File: src/rtl/sram_port_ctrl.sv
// Valid/ready front end for a single-port OpenRAM-style SRAM macro: one access per cycle,
// a one-slot capture stage and a 3-entry in-order response FIFO with credit-based back-pressure.
module sram_port_ctrl #(
  parameter int DATA_WIDTH = 32,
  parameter int ADDR_WIDTH = 15,
  parameter int NUM_WMASKS = 4,
  parameter int MEM_WORDS  = 1 << ADDR_WIDTH
) (
  input  logic                    clk,
  input  logic                    rst,
  input  logic                    req_valid,
  output logic                    req_ready,
  input  logic                    req_we,
  input  logic [ADDR_WIDTH+1:0]   req_addr,
  input  logic [DATA_WIDTH-1:0]   req_wdata,
  input  logic [NUM_WMASKS-1:0]   req_wstrb,
  output logic                    rsp_valid,
  input  logic                    rsp_ready,
  output logic [DATA_WIDTH-1:0]   rsp_rdata,
  output logic                    rsp_err,
  output logic                    sram_csb,
  output logic                    sram_web,
  output logic [ADDR_WIDTH-1:0]   sram_addr,
  output logic [DATA_WIDTH-1:0]   sram_din,
  output logic [NUM_WMASKS-1:0]   sram_wmask,
  input  logic [DATA_WIDTH-1:0]   sram_dout
);

  localparam logic [ADDR_WIDTH:0] MEM_LIMIT = (ADDR_WIDTH+1)'(MEM_WORDS);

  logic                  s1_valid_r;
  logic                  s1_read_r;
  logic                  s1_err_r;
  logic [1:0]            fifo_count_r;
  logic [1:0]            wr_ptr_r;
  logic [1:0]            rd_ptr_r;
  logic [DATA_WIDTH-1:0] fifo_data_r [0:2];
  logic                  fifo_err_r  [0:2];

  logic [ADDR_WIDTH-1:0] word_addr_s;
  logic                  in_range_s;
  logic                  noop_write_s;
  logic                  fire_s;
  logic                  push_s;
  logic                  pop_s;
  logic [DATA_WIDTH-1:0] push_rdata_s;

  assign word_addr_s  = req_addr[ADDR_WIDTH+1:2];
  assign in_range_s   = {1'b0, word_addr_s} < MEM_LIMIT;
  assign noop_write_s = req_we && (req_wstrb == {NUM_WMASKS{1'b0}});

  // Credit counts every accepted-but-unconsumed response, so the FIFO can never overflow.
  assign req_ready = !rst && (({2'b00, s1_valid_r} + {1'b0, fifo_count_r}) < 3'd3);
  assign fire_s    = req_valid && req_ready;

  assign sram_csb   = !(fire_s && in_range_s && !noop_write_s);
  assign sram_web   = !req_we;
  assign sram_addr  = word_addr_s;
  assign sram_din   = req_wdata;
  assign sram_wmask = req_wstrb;

  assign push_s       = s1_valid_r;
  assign push_rdata_s = s1_read_r ? sram_dout : {DATA_WIDTH{1'b0}};
  assign rsp_valid    = fifo_count_r != 2'd0;
  assign pop_s        = rsp_valid && rsp_ready;
  assign rsp_rdata    = rsp_valid ? fifo_data_r[rd_ptr_r] : {DATA_WIDTH{1'b0}};
  assign rsp_err      = rsp_valid ? fifo_err_r[rd_ptr_r] : 1'b0;

  // Capture stage, FIFO pointers and occupancy.
  always_ff @(posedge clk) begin
    if (rst) begin
      s1_valid_r   <= 1'b0;
      s1_read_r    <= 1'b0;
      s1_err_r     <= 1'b0;
      fifo_count_r <= 2'd0;
      wr_ptr_r     <= 2'd0;
      rd_ptr_r     <= 2'd0;
    end else begin
      s1_valid_r <= fire_s;
      s1_read_r  <= fire_s && !req_we && in_range_s;
      s1_err_r   <= fire_s && !in_range_s;
      if (push_s) begin
        wr_ptr_r <= (wr_ptr_r == 2'd2) ? 2'd0 : wr_ptr_r + 2'd1;
      end else begin
        wr_ptr_r <= wr_ptr_r;
      end
      if (pop_s) begin
        rd_ptr_r <= (rd_ptr_r == 2'd2) ? 2'd0 : rd_ptr_r + 2'd1;
      end else begin
        rd_ptr_r <= rd_ptr_r;
      end
      case ({push_s, pop_s})
        2'b10:   fifo_count_r <= fifo_count_r + 2'd1;
        2'b01:   fifo_count_r <= fifo_count_r - 2'd1;
        default: fifo_count_r <= fifo_count_r;
      endcase
    end
  end

  // Response storage; contents are only visible while the matching entry is counted.
  always_ff @(posedge clk) begin
    if (push_s) begin
      fifo_data_r[wr_ptr_r] <= push_rdata_s;
      fifo_err_r[wr_ptr_r]  <= s1_err_r;
    end
  end

endmodule
File: config.mk
export PLATFORM = sky130hd
export DESIGN_NAME = sram_port_ctrl
export DESIGN_NICKNAME = d
export VERILOG_FILES = /design/src/rtl/sram_port_ctrl.sv
export SDC_FILE = /design/constraint.sdc
export NUM_CORES = 1
export LEC_CHECK = 0
export BUFFER_PORTS_ARGS = -buffer_cell sky130_fd_sc_hd__buf_2
export CELL_PAD_IN_SITES_DETAIL_PLACEMENT = 0
export CELL_PAD_IN_SITES_GLOBAL_PLACEMENT = 1
export CORE_ASPECT_RATIO = 0.5
export CORE_MARGIN = 1.5
export CORE_UTILIZATION = 38
export CTS_CLUSTER_SIZE = 14
export DETAILED_ROUTE_END_ITERATION = 7
export HOLD_SLACK_MARGIN = 0.02
export PLACE_DENSITY = 0.8
export SETUP_SLACK_MARGIN = 0.3
export SYNTH_ARGS = -nofsm -noshare
export SYNTH_HDL_FRONTEND = slang
export SYNTH_SLANG_ARGS = --single-unit
export TNS_END_PERCENT = 20
File: constraint.sdc
create_clock -name clk -period 4.85 [get_ports clk]
set_input_delay 0.97 -clock clk [delete_from_list [all_inputs] [get_ports clk]]
set_output_delay 0.97 -clock clk [all_outputs]
set_load 0.02 [all_outputs]
==> flow_summary.yaml, run 1 <==
status:
  status: "finished, final reports clean"
route:
  final_antenna_net_count: 0
  vias: 2467
  drt_iter0_drc: 125
  drt_first_pass_iters: 4
  drt-met1-wl_um: 3123
  top_layer_used: "met4"
  wl_um: 8061
  vias_per_cell: 4.629
  drc: 0
  dr_wl_met3_um: 434
  wl_per_cell_um: 15.12
  met2WireLength_um: 4327
synth:
  synth_cells: 336
  ys_seq_area_frac: 0.6459
  ys.flop_type: "edfxtp_1"
  avgSynthCellArea_um2: 14.21
  ys_warn_count: 0
  ys_seq_elements: 106
  netlist_area_um2: 4773
  synth_nets: 429
  ys_types: 28
  synth-edff-count: 96
  async_flop_share: 0
setup_path:
  end_kind: "output pin"
  cpLargestDelayFamily: "adder cells"
  reg2reg_setup_slack_ns: 3.05
  crit_path_top_delay_cell: "dfxtp_1"
  cp_max_fo: 5
  crit_top_cell: "ha_1"
  crit_buf_inv: 1
  crit_path_start_kind: "register"
  critPathKind: "register to output pin"
  max_stage_delay_ns: 0.37
  cp.arrival_ns: 1.96
  cp.required_ns: 3.88
  worstPathCellList: "ha_1 -> ha_1 -> a211oi_1 -> nand2_1 -> a21o_1 -> buf_2"
grt:
  grt_usage: 0.1234
  overflow: 0
  grt_max_degree: 34
  grt_pass1_wl_um: 12070
  grt_antenna_before_repair: 0
  grt_pass1_vias: 2437
final_layout:
  num_antenna_cells: 0
  multi_input_area_um2: 1215
  fillerInstances: 1073
  nNetsFinal: 457
  regArea_um2: 3084
  areaGrowthSynthToFinish_pct: 9.148
  layout-drive-gt1-share: 0.3261
  fin_cells: 533
sta:
  setup_tns_ns: 0
  worst_pin_slew_ns: 1.070
  min_period_ns: 2.932
  clock.fmax_ghz: 0.3411
  setup_viol: 0
  skew_ns: 0.004110
  relSlewSlack: 0.2868
  hold_viol: 0
  period_share: 0.6044
  setup_slack_ns: 1.918
  drv_slew: 0
  rsz0062_at_grt: "no"
pwr:
  irDropWorstVdd_mv: 0.1844
  leakagePower_nw: 1.922
  p_per_area_nw_per_um2: 457.2
  finalPower_w: 0.002382
worst_hold_path:
  worstHoldPathType: "register to register"
clocking:
  path_clk_slew_ns: 0.06
  clkLatencyLatePin_ns: 0.33
  clk_path_buf_depth: 2
  tritoncts: "yes"
  post_cts_resized: 0
  cts_setup_buffers: 0
  postCtsHoldBufs: 0
  ctsHtreeMaxLevel: 3
  cts_made_buffers: 9
  cts.root.buffer_cell: "clkbuf_16"
  clock-sinks: 106
placement:
  dpl_worst_slack_ns: 2.010
  port_buffers: 80
  place_congestion: 0.6574
  place_inst: 518
  hpwl_um: 5117
die:
  die_w_um: 161.5
  core_um2: 12020
  start_util: 0.3972
  rows: 28
  ioPinCount: 178
  fp.dieH_um: 82.25
  die_area_um2: 13280
run:
  max-cap-violations: 0
[flip-flops by register name (all words and copies together) (netlist names), named ones only]
| name | cells |
|---|---|
| fifo_count_r | 2 |
| fifo_data_r | 96 |
| push_s | 1 |
| rd_ptr_r | 2 |
| s1_read_r | 1 |
| wr_ptr_r | 2 |
[worst min-delay path: stages (launching register included)]
cell,delay [ns]
dfxtp_1,0.31
nand2_1,0.06
a21oi_1,0.07
[routing by layer]
metal	vias up	GRT usage
met5	-	0
met4	0	0.05648
met3	37	0.04346
met2	54	0.2309
met1	1186	0.1279
li1	1190	-
[area by class of cell]
cell class,count,area share
well taps,165,0.03963
multi-input cells,159,0.2332
repair buffers,83,0.08117
clock inverters,4,0.005764
inverters,5,0.003602
clock buffers,11,0.04467
flip-flops and latches,106,0.5920
[kinds of logic (layout without fill, tap and decap cells)]
group                      count (synthesis)  count (layout)  share of synthesized area
xor gates and xnor gates                   2               2                   0.003670
muxes                                     65              65                     0.1447
adders and majority gates                  3               3                   0.007865
and+or+nand+nor                           80              80                    0.08362
other                                      1               1                  0.0007856
buffers and inverters                     71             103                     0.1030
AOI/OAI and AO/OA                          8               8                    0.01048
DFF                                      106             106                     0.6459
[cell usage after synthesis, drive strengths merged, types with 2 or more instances]
cell type	instances	area share
dfxtp	10	0.042
a21oi	3	0.0031
ha	3	0.0079
clkbuf	5	0.0039
nor2b	2	0.0026
nand2	3	0.0024
inv	5	0.0039
mux2i	33	0.069
or3	2	0.0026
edfxtp	96	0.60
buf	61	0.095
o21ai	2	0.0021
and2	32	0.042
mux2	32	0.075
nor2	38	0.030
[path summary, 6_finish.rpt]
kind | startpoint | end | cells after the start
max | fifo_count_r[0]$_SDFFE_PP0P_ | sram_csb | 6
min | rd_ptr_r[0]$_SDFFE_PP0P_ | rd_ptr_r[0]$_SDFFE_PP0P_ | 2
max reg2reg | push_s$_SDFF_PP0_ | fifo_data_r[0][12]$_DFFE_PP_ | 3
min reg2reg | rd_ptr_r[0]$_SDFFE_PP0P_ | rd_ptr_r[0]$_SDFFE_PP0P_ | 2
[power breakdown]
group	switching, W	internal (W)	leakage, nW
Combinational	0.000409	0.000248	0.825
Sequential	0.0000404	0.00105	0.984
Clock	0.000293	0.000345	0.114
[per-stage QoR]
step	area, um2	util	hold slack [ns]
finish	5210	0.4336	0.4906
global route	5210	0.4336	0.5193
CTS	5210	0.4336	0.4965
detailed placement	4947	0.4117	0.4835
global placement	4947	0.4117	0.4726
floorplan	4773	-	0.4470
[placed cells by master, fill, tap and decap left out, drive strengths merged, types with 2 or more instances in the layout]
cell	instances
clkinvlp	4
o21ai	2
mux2	32
nand2	3
and2	32
inv	5
clkbuf	11
mux2i	33
ha	3
or3	2
nor2	38
edfxtp	96
a21oi	3
nor2b	2
buf	83
dfxtp	10
Power figures use the tool's default switching activity.
==> run 2: changes to the inputs <==
CORE_UTILIZATION = 35   (was 38)
PLACE_DENSITY = 0.77   (was 0.8)
clock period = 2.4 ns   (was 4.85 ns; I/O delays follow)
==> run 2 against run 1 <==
Net effect:
- first-iteration DRC count down 36%
- routed wire length up 10%
- design area up 6.0%
- non-clock buffer count up 13
- core utilization down 0.85 points
- final cell count up 3.6%
- critical path type unchanged
==> flow_summary.yaml, run 2 (same netlist as run 1, synthesis figures left out) <==
setup_path:
  rr_worst_depth: 6
  reg2reg_from: "fifo_count_r[0]$_SDFFE_PP0P_"
  cpLargestDelayFamily: "adder cells"
  crit_top_cell: "ha_4"
  rr_endpoint: "fifo_count_r[1]$_SDFFE_PP0P_"
  cp.required_ns: 1.92
  end_kind: "output pin"
  crit_buf_inv: 1
  worstPathCellList: "ha_4 -> ha_4 -> a211oi_4 -> nand2_2 -> a21o_1 -> buf_6"
  cp_max_fo: 3
  cp.arrival_ns: 1.70
  crit_path_top_delay_cell: "dfxtp_4"
  max_stage_delay_ns: 0.35
  reg2reg_setup_slack_ns: 0.66
  critPathKind: "register to output pin"
  crit_path_start_kind: "register"
pwr:
  clock_power_share: 0.262
  leakagePower_nw: 2.057
  p_sw_w: 0.001626
  seqPwrFrac: 0.426
  sw_frac_of_total: 0.3160
  irDropWorstVdd_mv: 0.4609
  comb_power_share: 0.312
  p_per_area_nw_per_um2: 932.2
  intPower_w: 0.003521
die:
  start_util: 0.3675
  ioPinCount: 178
  core_um2: 12990
  die_w_um: 168.2
  rows: 29
  fp.dieH_um: 85.58
  die_area_um2: 14390
status:
  status: "finished, final reports clean"
grt:
  grt_max_degree: 32
  grt_usage: 0.1204
  grt_pass1_vias: 2505
  grt_pass1_wl_um: 12880
  overflow: 0
  grt_antenna_before_repair: 0
worst_hold_path:
  hold_end: "s1_read_r$_SDFF_PP0_"
  hp-start: "req_we"
  worstHoldPathType: "primary input to register"
  worstHoldPathCells: 2
placement:
  place_congestion: 0.6620
  port_buffers: 80
  hpwl_um: 5710
  place_inst: 530
  place_area_um2: 5056
clocking:
  path_clk_slew_ns: 0.06
  clock-sinks: 106
  clk_path_buf_depth: 2
  ctsHtreeMaxLevel: 3
  tritoncts: "yes"
  cts.root.buffer_cell: "clkbuf_16"
  cts_made_buffers: 9
  clkLatencyLatePin_ns: 0.34
  postCtsHoldBufs: 0
sta:
  skew_ns: 0.006134
  setup_tns_ns: 0
  period_share: 0.9102
  rsz0062_at_grt: "yes"
  min_period_ns: 2.185
  hold_viol: 0
  clock.fmax_ghz: 0.4578
  setup_viol: 0
  drv_slew: 0
route:
  wl_per_cell_um: 16.11
  drt_iter0_drc: 80
  wl_um: 8890
  drt_first_pass_iters: 4
  drc: 0
  final_antenna_net_count: 0
  vias_per_cell: 4.611
  vias: 2545
final_layout:
  nNetsFinal: 470
  largest_register_ffs: 96
  fin_cells: 552
  final_area_um2: 5522
  num_antenna_cells: 0
  largest-register: "fifo_data_r"
  mostFrequentLayoutCells: "edfxtp_1, buf_2, nor2_1"
  layout-drive-gt1-share: 0.3796
  layout.cells.most_common: "edfxtp_1"
  areaGrowthSynthToFinish_pct: 15.68
run:
  max-cap-violations: 0
[run 2: changes by cell type in the layout (fill, tap and decap cells not counted), moves of 3 or more]
cell        before  now
buf_4            3   12
buf_2           80   75
clkinvlp_4       4    0
mux2_4           0    4
buf_12           0    3
buf_6            0    3
clkinv_4         0    3
dfxtp_1          9    6
dfxtp_4          0    3
[run 2: worst reg2reg max path: stages, from the launching register on]
cell and delay, ns:
dfxtp_4 0.35, buf_4 0.15, o21ai_1 0.28, inv_1 0.09
ha_1 0.33, or3_1 0.35, a21oi_1 0.13
[run 2: through the flow]
stage               setup WS [ns]    util  total power [W]  hold WS [ns]
floorplan                  0.2961       -         0.003302        0.4470
global placement           0.3771  0.3892         0.003664        0.4730
detailed placement         0.3546  0.3892         0.003676        0.4757
CTS                        0.1842  0.4176         0.005088        0.3391
global route               0.1248  0.4251         0.005402        0.3392
finish                     0.2155  0.4251         0.005147        0.3407
[run 2: metal layers]
layer  GRT usage  part of all wire  up-vias  wire length, um
li1            -                 -     1216                -
met1      0.1264              0.40     1244             3571
met2      0.2295              0.53       50             4677
met3     0.03092             0.045       35              398
met4     0.05682             0.027        0              243
met5           0                 0        -                0
[run 2: area by class of cell]
class                   instances  area [um2]
fillers                      1175        7468
flip-flops and latches        106        3095
multi-input cells             159        1291
repair buffers                 96       624.3
clock buffers                  10       229.0
well taps                     170       212.7
clock inverters                 6       50.05
inverters                       5       18.77
[run 2: how the worst max path moves through the flow]
| stage | cells after the start | end | from |
|---|---|---|---|
| global placement | 6 | sram_csb | fifo_count_r[0]$_SDFFE_PP0P_ |
| floorplan | 5 | sram_csb | fifo_count_r[0]$_SDFFE_PP0P_ |
| detailed placement | 6 | sram_csb | fifo_count_r[0]$_SDFFE_PP0P_ |
| finish | 6 | sram_csb | push_s$_SDFF_PP0_ |
| CTS | 6 | sram_csb | push_s$_SDFF_PP0_ |
| global route | 6 | sram_csb | push_s$_SDFF_PP0_ |
[run 2: power by group through the flow]
| stage | clock [W] | combinational [W] | sequential (W) |
|---|---|---|---|
| 2_1_floorplan | 0 | 0.00111 | 0.00219 |
| 3_3_place_gp | 0 | 0.00144 | 0.00223 |
| 3_5_place_dp | 0 | 0.00145 | 0.00223 |
| 4_1_cts | 0.00138 | 0.00153 | 0.00218 |
| 5_1_grt | 0.00145 | 0.00175 | 0.00220 |
| 6_report | 0.00135 | 0.00161 | 0.00219 |
[run 2: timing repair]
action                     CTS  global route
setup buffers                4             0
cloned                       0             2
setup endpoints to repair   28            29
resized for setup           15            12
pin swaps                    5             4
